<file path="config.mk">
export PLATFORM = sky130hd
export DESIGN_NAME = multicycle_control
export DESIGN_NICKNAME = d
export VERILOG_FILES = /design/src/rtl/multicycle_control.sv
export SDC_FILE = /design/constraint.sdc
export NUM_CORES = 1
export LEC_CHECK = 0
export CORE_AREA = 2 2 52 54
export CTS_CLUSTER_SIZE = 24
export DETAILED_ROUTE_END_ITERATION = 8
export DIE_AREA = 0 0 54 56
export PLACE_DENSITY_LB_ADDON = 0.2
export SLEW_MARGIN = 15
export SYNTH_ARGS = -nofsm -noshare
export SYNTH_HDL_FRONTEND = slang
export SYNTH_SLANG_ARGS = --single-unit
</file>
<file path="constraint.sdc">
create_clock -name clk -period 4 [get_ports clk]
set_clock_uncertainty 0.05 [all_clocks]
set_input_delay 0.8 -clock clk [delete_from_list [all_inputs] [get_ports clk]]
set_output_delay 0.8 -clock clk [all_outputs]
set_load 0.1 [all_outputs]
</file>
<file path="src/rtl/multicycle_control.sv">
// Main control FSM for the multicycle MIPS datapath: sequences each instruction over
// several cycles, waits on the memory handshake, times out stalls and traps bad opcodes.
module multicycle_control #(
  parameter int unsigned MEM_TIMEOUT = 15,
  parameter int unsigned CNT_W       = 4
) (
  input  logic       clk,
  input  logic       reset,
  input  logic [5:0] Op,
  input  logic       MemReady,
  output logic       PCWrite,
  output logic       PCWriteCond,
  output logic       IorD,
  output logic       MemRead,
  output logic       MemWrite,
  output logic       IRWrite,
  output logic       MemtoReg,
  output logic       RegDst,
  output logic       RegWrite,
  output logic       ALUSrcA,
  output logic [1:0] ALUSrcB,
  output logic [1:0] ALUop,
  output logic [1:0] PCSource,
  output logic [3:0] State,
  output logic [1:0] FaultCode
);

  localparam int unsigned STATE_W = 4;
  localparam int unsigned FAULT_W = 2;

  typedef enum logic [STATE_W-1:0] {
    S_FETCH     = 4'd0,
    S_DECODE    = 4'd1,
    S_MEM_ADDR  = 4'd2,
    S_MEM_READ  = 4'd3,
    S_MEM_WB    = 4'd4,
    S_MEM_WRITE = 4'd5,
    S_EXECUTE   = 4'd6,
    S_ALU_WB    = 4'd7,
    S_BRANCH    = 4'd8,
    S_JUMP      = 4'd9,
    S_ADDI_EX   = 4'd10,
    S_ADDI_WB   = 4'd11,
    S_FAULT     = 4'd15
  } state_t;

  typedef struct packed {
    logic       pcwrite;
    logic       pcwritecond;
    logic       iord;
    logic       memread;
    logic       memwrite;
    logic       memtoreg;
    logic       regdst;
    logic       regwrite;
    logic       alusrca;
    logic [1:0] alusrcb;
    logic [1:0] aluop;
    logic [1:0] pcsource;
  } ctrl_t;

  localparam logic [5:0] OP_RTYPE = 6'b000000;
  localparam logic [5:0] OP_LW    = 6'b100011;
  localparam logic [5:0] OP_SW    = 6'b101011;
  localparam logic [5:0] OP_BEQ   = 6'b000100;
  localparam logic [5:0] OP_J     = 6'b000010;
  localparam logic [5:0] OP_ADDI  = 6'b001000;

  localparam logic [FAULT_W-1:0] FC_NONE    = 2'b00;
  localparam logic [FAULT_W-1:0] FC_ILLEGAL = 2'b01;
  localparam logic [FAULT_W-1:0] FC_TIMEOUT = 2'b10;

  localparam logic [CNT_W-1:0] TIMEOUT_CNT = CNT_W'(MEM_TIMEOUT);
  localparam logic             TIMEOUT_EN  = (MEM_TIMEOUT != 0);

  state_t               r_state;
  state_t               w_next_state;
  logic [CNT_W-1:0]     r_cnt;
  logic [CNT_W-1:0]     w_next_cnt;
  logic [FAULT_W-1:0]   r_fault;
  logic [FAULT_W-1:0]   w_next_fault;
  ctrl_t                r_ctrl;
  logic                 w_mem_state;
  logic                 w_timeout;
  logic                 w_fetch_grant;

  // Moore control word for a given state; FETCH's IRWrite/PCWrite are added separately.
  function automatic ctrl_t decode_ctrl(input state_t s);
    ctrl_t c;
    c = '0;
    case (s)
      S_FETCH: begin
        c.memread = 1'b1;
        c.alusrcb = 2'b01;
      end
      S_DECODE:   c.alusrcb = 2'b11;
      S_MEM_ADDR: begin
        c.alusrca = 1'b1;
        c.alusrcb = 2'b10;
      end
      S_MEM_READ: begin
        c.memread = 1'b1;
        c.iord    = 1'b1;
      end
      S_MEM_WB: begin
        c.regwrite = 1'b1;
        c.memtoreg = 1'b1;
      end
      S_MEM_WRITE: begin
        c.memwrite = 1'b1;
        c.iord     = 1'b1;
      end
      S_EXECUTE: begin
        c.alusrca = 1'b1;
        c.aluop   = 2'b10;
      end
      S_ALU_WB: begin
        c.regwrite = 1'b1;
        c.regdst   = 1'b1;
      end
      S_BRANCH: begin
        c.alusrca     = 1'b1;
        c.aluop       = 2'b01;
        c.pcwritecond = 1'b1;
        c.pcsource    = 2'b01;
      end
      S_JUMP: begin
        c.pcwrite  = 1'b1;
        c.pcsource = 2'b10;
      end
      S_ADDI_EX: begin
        c.alusrca = 1'b1;
        c.alusrcb = 2'b10;
      end
      S_ADDI_WB: c.regwrite = 1'b1;
      default: ;
    endcase
    return c;
  endfunction

  // Memory-wait timeout detection
  always_comb begin
    w_mem_state = (r_state == S_FETCH) || (r_state == S_MEM_READ) || (r_state == S_MEM_WRITE);
    w_timeout   = TIMEOUT_EN && w_mem_state && !MemReady && (r_cnt == TIMEOUT_CNT);
  end

  // Next state and fault code; a timeout overrides the stay-in-state decision.
  always_comb begin
    w_next_state = r_state;
    w_next_fault = r_fault;
    case (r_state)
      S_FETCH:     if (MemReady) w_next_state = S_DECODE;
      S_DECODE: begin
        case (Op)
          OP_LW, OP_SW: w_next_state = S_MEM_ADDR;
          OP_RTYPE:     w_next_state = S_EXECUTE;
          OP_BEQ:       w_next_state = S_BRANCH;
          OP_J:         w_next_state = S_JUMP;
          OP_ADDI:      w_next_state = S_ADDI_EX;
          default: begin
            w_next_state = S_FAULT;
            w_next_fault = FC_ILLEGAL;
          end
        endcase
      end
      S_MEM_ADDR:  w_next_state = (Op == OP_SW) ? S_MEM_WRITE : S_MEM_READ;
      S_MEM_READ:  if (MemReady) w_next_state = S_MEM_WB;
      S_MEM_WB:    w_next_state = S_FETCH;
      S_MEM_WRITE: if (MemReady) w_next_state = S_FETCH;
      S_EXECUTE:   w_next_state = S_ALU_WB;
      S_ALU_WB:    w_next_state = S_FETCH;
      S_BRANCH:    w_next_state = S_FETCH;
      S_JUMP:      w_next_state = S_FETCH;
      S_ADDI_EX:   w_next_state = S_ADDI_WB;
      S_ADDI_WB:   w_next_state = S_FETCH;
      S_FAULT:     w_next_state = S_FAULT;
      default:     w_next_state = S_FETCH;
    endcase
    if (w_timeout) begin
      w_next_state = S_FAULT;
      w_next_fault = FC_TIMEOUT;
    end
  end

  // Wait counter: counts stalled cycles in a memory state, saturating, cleared on state change.
  always_comb begin
    w_next_cnt = '0;
    if (w_mem_state && (w_next_state == r_state)) begin
      w_next_cnt = r_cnt;
      if (!MemReady && TIMEOUT_EN && (r_cnt != '1)) begin
        w_next_cnt = r_cnt + CNT_W'(1);
      end
    end
  end

  always_ff @(posedge clk or posedge reset) begin
    if (reset) begin
      r_state <= S_FETCH;
      r_cnt   <= '0;
      r_fault <= FC_NONE;
      r_ctrl  <= decode_ctrl(S_FETCH);
    end else begin
      r_state <= w_next_state;
      r_cnt   <= w_next_cnt;
      r_fault <= w_next_fault;
      r_ctrl  <= decode_ctrl(w_next_state);
    end
  end

  // Instruction fetch completes in the same cycle memory signals ready.
  assign w_fetch_grant = (r_state == S_FETCH) && MemReady;

  assign PCWrite     = r_ctrl.pcwrite | w_fetch_grant;
  assign IRWrite     = w_fetch_grant;
  assign PCWriteCond = r_ctrl.pcwritecond;
  assign IorD        = r_ctrl.iord;
  assign MemRead     = r_ctrl.memread;
  assign MemWrite    = r_ctrl.memwrite;
  assign MemtoReg    = r_ctrl.memtoreg;
  assign RegDst      = r_ctrl.regdst;
  assign RegWrite    = r_ctrl.regwrite;
  assign ALUSrcA     = r_ctrl.alusrca;
  assign ALUSrcB     = r_ctrl.alusrcb;
  assign ALUop       = r_ctrl.aluop;
  assign PCSource    = r_ctrl.pcsource;
  assign State       = STATE_W'(r_state);
  assign FaultCode   = r_fault;

endmodule
</file>
==> results of run 1 <==
==> cell type report <==
class                           count  area [sq um]
Fill cell                         204           866
Multi-Input combinational cell     90           602
Sequential cell                    22           553
Timing Repair Buffer               30           295
Tap cell                           30          37.5
Clock inverter                      1          30.0
Inverter                            7          26.3
Clock buffer                        3          22.5
==> worst reg2reg max path: cells and delay by family, from the launching register on <==
family	cells	cell delay, ns
AND/OR/NAND/NOR	4	0.83
flip-flops	1	0.67
XOR/XNOR	1	0.32
AO/OA/AOI/OAI	1	0.18
==> synthesized netlist by cell type (all sizes together) (2+ instances only) <==
master,number
a31oi,2
and3,5
buf,7
dfrtp,20
dfstp,2
inv,7
nand2,10
nand2b,4
nand3,7
nand4,3
nor2,9
nor3,11
nor4b,2
o21ai,5
o31ai,5
or3,2
xnor2,2
xor2,4
==> cell usage in the layout, fill, tap and decap left out, drive strengths merged, types with 2 or more instances in the layout <==
| master | netlist | routed |
|---|---|---|
| xor2 | 4 | 4 |
| nor2 | 9 | 9 |
| nand2 | 10 | 10 |
| clkbuf | 0 | 3 |
| dfstp | 2 | 2 |
| clkdlybuf4s50 | 0 | 28 |
| o31ai | 5 | 5 |
| dfrtp | 20 | 20 |
| nor4b | 2 | 2 |
| buf | 7 | 2 |
| nand3 | 7 | 7 |
| and3 | 5 | 5 |
| nand2b | 4 | 4 |
| inv | 7 | 7 |
| a31oi | 2 | 2 |
| nor3 | 11 | 11 |
| xnor2 | 2 | 2 |
| o21ai | 5 | 5 |
| or3 | 2 | 2 |
| nand4 | 3 | 3 |
==> routing by layer <==
metal | GRT usage | share of wire | wire (microns) | up-vias
li1 | - | - | - | 510
met5 | 0 | 0 | 0 | -
met3 | 0.0269 | 0.061 | 160 | 6
met4 | 0.0857 | 0.017 | 46 | 0
met1 | 0.240 | 0.40 | 1050 | 503
met2 | 0.315 | 0.53 | 1390 | 51
==> through the flow <==
step                      cells  setup WS, ns  area (sq um)  utilization
after global placement      179         0.909          1510        0.622
after global routing        183         0.794          1570        0.644
after floorplan             126         0.789          1220            -
after detailed placement    179         0.862          1510        0.622
after CTS                   183         0.862          1570        0.644
final                       183         0.871          1570        0.644
==> flip-flops by register name, summed over array words and instances (netlist names) <==
signal and flops:
State 4, FaultCode 2, MemtoReg 1, MemWrite 1, RegDst 1, RegWrite 1, r_cnt 4, ALUSrcA 1
IorD 1, ALUop 1, MemRead 1, PCSource 2, ALUSrcB 2
==> logic make-up after synthesis <==
group	after synthesis
buf+inv	14
fa+ha+maj	1
xor+xnor	6
compound gates	20
simple gates	61
mux	2
flops	22
==> path summary, 6_finish.rpt <==
kind / end / from / slack, ns
setup / recovery: PCWrite / MemReady / 0.87
hold / removal: FaultCode[1]$_DFFE_PP0P_ / FaultCode[1]$_DFFE_PP0P_ / 0.44
setup reg to reg: r_cnt[0]$_DFFE_PP0P_ / State[0]$_DFF_PP0_ / 1.84
hold reg to reg: FaultCode[1]$_DFFE_PP0P_ / FaultCode[1]$_DFFE_PP0P_ / 0.44
max in group asynchronous: FaultCode[1]$_DFFE_PP0P_ / reset / 2.53
min in group asynchronous: State[2]$_DFF_PP0_ / reset / 0.88
==> flow_summary.toml, run 1 <==
[yosys]
synthFlopType = "dfrtp_1"
syn-num-nets = 136
synth-edff-count = 0
yosys.area.top_type_share = 0.409
synthArstFlopShare = 1.00
yosys.area_share.simple = 0.290
synth_top_family_by_area = "simple AND/OR/NAND/NOR gates"
post_synth_num_cell_types = 41
yosysWarnings = 0
syn_area_sq_um = 1220
synthCells = 126
synth-xor-area-share = 0.0429
ys_seq_area_frac = 0.452
synthAdderAreaFrac = 0.0102
synth_seq_cells = 22
synth_compound_area_frac = 0.131
synth.area.top_cells = "dfrtp_1 41%, nor3_1 4.5%, dfstp_2 4.3%"
syn_avg_cell_area_sq_um = 9.71
synth_area_leader_cell = "dfrtp_1"
yosys-mux-area-fraction = 0.0174

[cells_and_area]
nets = 164
syn2layout_area_growth_pct = 28.0
drive_gt1_frac = 0.0980
diodes = 0

[grt]
grt_max_degree = 23
grt_pass1_vias = 983
grt_usage = 0.191
grt_overflow = 0
grt_pass1_wl_mm = 4.32
grt_antenna_before_repair = 0

[sta]
holdWs_ns = 0.444
rsz0062_at_grt = "no"
hold_violations = 0
slew_headroom = 0.349
slew_violations = 0
setup_viol = 0
min_period_over_period = 0.782
worstMarginPinSlew_ns = 0.973
fin_crit_ns = 3.13
timing.fmax_mhz = 320
setup_tns_ns = 0

[clock_network]
post_cts_buffers = 0
cts_buffers = 3
htree_num_levels = 1
clk_pin_slew_worst_paths_ns = 0.12
clockBufferDepth = 2
holdBufCountCts = 0
clk_latency_ns = 0.31
cts_tree = "done"
clock-sinks = 22
cts-root-buf = "clkbuf_4"
post_cts_resized = 0

[placed_design]
place_congestion = 0.974
place.port_buffers = 30
hpwl_mm = 1.94

[floorplanning]
fp-row-count = 18
fp.coreArea_sq_um = 2430
pin_count = 31
die_w_microns = 54
die_area_sq_um = 3020
initial_core_util = 0.503
die_y_microns = 56

[critical_path]
crit_type = "input port to primary output"
cp.required_ns = 3.15
rr_worst_depth = 6
critPathBufInv = 2
critical-path-top-delay-family = "buffers and inverters"
slowest_stage = "clkdlybuf4s50_1"
cp_max_fo = 8
critPathLaunchType = "input port"
cp_num_cells = 5
crit_chain = "clkdlybuf4s50_1 -> nand3_1 -> or3_1 -> nand2b_1 -> buf_4"
slowest_delay_ns = 0.60
critical_path_arrival_ns = 2.28
setup.worst_path.end_class = "primary output"

[hold_path]
hold_class = "register to register"
worstHoldPathCells = 2

[drt]
drtPass1Iterations = 4
drc = 0
ant_nets = 0
via_count = 1070
drtIter0Drc = 29
routed_wl_mm = 2.64
viasPerCell = 5.85
wl_per_cell_microns = 14.4

[flow_run]
maxCapViolCount = 0

[run_status]
status = "finished clean"
Power of run 1 is not shown: default switching activity piles up to over one toggle a cycle in this logic, so the estimate is an artifact.
==> run 2, diff against run 1 <==
--- a/config.mk
+++ b/config.mk
@@ -5,10 +5,10 @@
 export SDC_FILE = /design/constraint.sdc
 export NUM_CORES = 1
 export LEC_CHECK = 0
-export CORE_AREA = 2 2 52 54
+export CORE_AREA = 2 2 54 56
 export CTS_CLUSTER_SIZE = 24
 export DETAILED_ROUTE_END_ITERATION = 8
-export DIE_AREA = 0 0 54 56
+export DIE_AREA = 0 0 56 58
 export PLACE_DENSITY_LB_ADDON = 0.2
 export SLEW_MARGIN = 15
 export SYNTH_ARGS = -nofsm -noshare
==> constraint.sdc (replaced) <==
create_clock -name clk -period 3.16 [get_ports clk]
set_clock_uncertainty 0.05 [all_clocks]
set_input_delay 0.632 -clock clk [delete_from_list [all_inputs] [get_ports clk]]
set_output_delay 0.632 -clock clk [all_outputs]
set_load 0.1 [all_outputs]
==> run 2 against run 1 <==
Final area fell by 2.1%. Final cell count rose by 1.1%. Utilization fell by 6.8 points. Hold slack improved by 0.0031 ns. Global-route usage fell by 1.4 points. Die area rose by 7.4%. Non-clock buffer count rose by 1. Sequential share of layout area rose by 0.75 points. Clock-buffer cell count rose by 1. Sequential cell count did not move. Highest routed layer unchanged. Worst setup slack got worse by 0.48 ns. Via count fell by 2.0%.
==> flow_summary.toml, run 2 (synthesis results as in run 1) <==
[run_status]
status = "finished clean"

[sta]
slew_headroom = 0.461
holdWs_ns = 0.448
rsz0062_at_grt = "no"
slew_violations = 0
worstMarginPinSlew_ns = 0.807
timing.fmax_mhz = 362
setup_viol = 0
setup_tns_ns = 0
min_period_over_period = 0.875
fin_crit_ns = 2.76
hold_violations = 0

[grt]
grt_antenna_before_repair = 0
grt_max_degree = 23
grt_pass1_vias = 981
grt_overflow = 0
grt_usage = 0.177
grt_pass1_wl_mm = 4.54

[placed_design]
place_area_sq_um = 1500
place.port_buffers = 30
place_congestion = 0.872
hpwl_mm = 2.05

[drt]
via_count = 1049
drtPass1Iterations = 4
ant_nets = 0
drc = 0
drtIter0Drc = 20
routed_wl_mm = 2.68
wl_per_cell_microns = 14.5
viasPerCell = 5.67

[clock_network]
htree_num_levels = 1
clock-sinks = 22
clockBufferDepth = 2
cts-root-buf = "clkbuf_4"
clk_latency_ns = 0.30
cts_buffers = 3
clk_pin_slew_worst_paths_ns = 0.13
holdBufCountCts = 0
cts_tree = "done"
post_cts_buffers = 0
post_cts_resized = 0

[critical_path]
critical_path_arrival_ns = 2.08
crit_chain = "clkdlybuf4s50_1 -> nand3_1 -> or3_1 -> nand2b_1 -> buf_12"
critPathLaunchType = "input port"
cp.required_ns = 2.48
setup.worst_path.end_class = "primary output"
crit_type = "input port to primary output"
slowest_stage = "clkdlybuf4s50_1"
slowest_delay_ns = 0.62
cp_max_fo = 8
rr_worst_depth = 6

[floorplanning]
die_y_microns = 58
initial_core_util = 0.460
fp.coreArea_sq_um = 2660
die_w_microns = 56
die_area_sq_um = 3250
fp-row-count = 19
pin_count = 31

[cells_and_area]
final_common_cell = "buf_4"
syn2layout_area_growth_pct = 25.4
final_cell_mix = "21 x buf_4, 20 x dfrtp_1, 11 x nor3_1"
diodes = 0
drive_gt1_frac = 0.234
design_area_sq_um = 1530
nFillCells = 233
nets = 165

[flow_run]
maxCapViolCount = 0

[hold_path]
worstHoldPathCells = 2
hold_class = "register to register"
run 2: cell types whose count changed in the layout (fill, tap and decap cells not counted):
cell             delta
clkbuf_8            +1
buf_12              +2
bufinv_16           -1
buf_4              +19
clkdlybuf4s50_1    -20
run 2: stage by stage:
step,util,instances,setup WS (ns)
after floorplan,-,126,0.117
after global placement,0.563,181,0.367
after detailed placement,0.563,181,0.189
after CTS,0.576,185,0.382
after global routing,0.576,185,0.305
final,0.576,185,0.395
run 2: routing by layer:
metal | vias to the layer above | global-route usage | routed length, microns
met4 | 0 | 0.0408 | 27
met3 | 4 | 0.0313 | 117
met1 | 508 | 0.230 | 1240
met2 | 27 | 0.311 | 1290
li1 | 510 | - | -
met5 | - | 0 | 0
run 2: path summary, 6_finish.rpt:
path                       slack [ns]                        to                     start
max                              0.40                   PCWrite                  MemReady
min                              0.45  FaultCode[1]$_DFFE_PP0P_  FaultCode[1]$_DFFE_PP0P_
max reg2reg                      0.93      r_cnt[1]$_DFFE_PP0P_        State[0]$_DFF_PP0_
min reg2reg                      0.45  FaultCode[1]$_DFFE_PP0P_  FaultCode[1]$_DFFE_PP0P_
max in group asynchronous        1.84          RegDst$_DFF_PP0_                     reset
min in group asynchronous        0.72     PCSource[1]$_DFF_PP0_                     reset
run 2: layout make-up:
type	instances	area, sq um	share of cell area
sequential	22	553	0.361
inverter	7	26.3	0.0171
timing repair buffer	31	278	0.181
clock buffer	4	36.3	0.0237
multi-input combinational	90	602	0.392
tap	31	38.8	0.0253
run 2: worst max-delay path, delay by kind of cell:
kind,cells,cell delay (ns)
and+or+nand+nor,3,0.65
buffers and inverters,2,0.80
Power of run 2 is left out for the same reason.
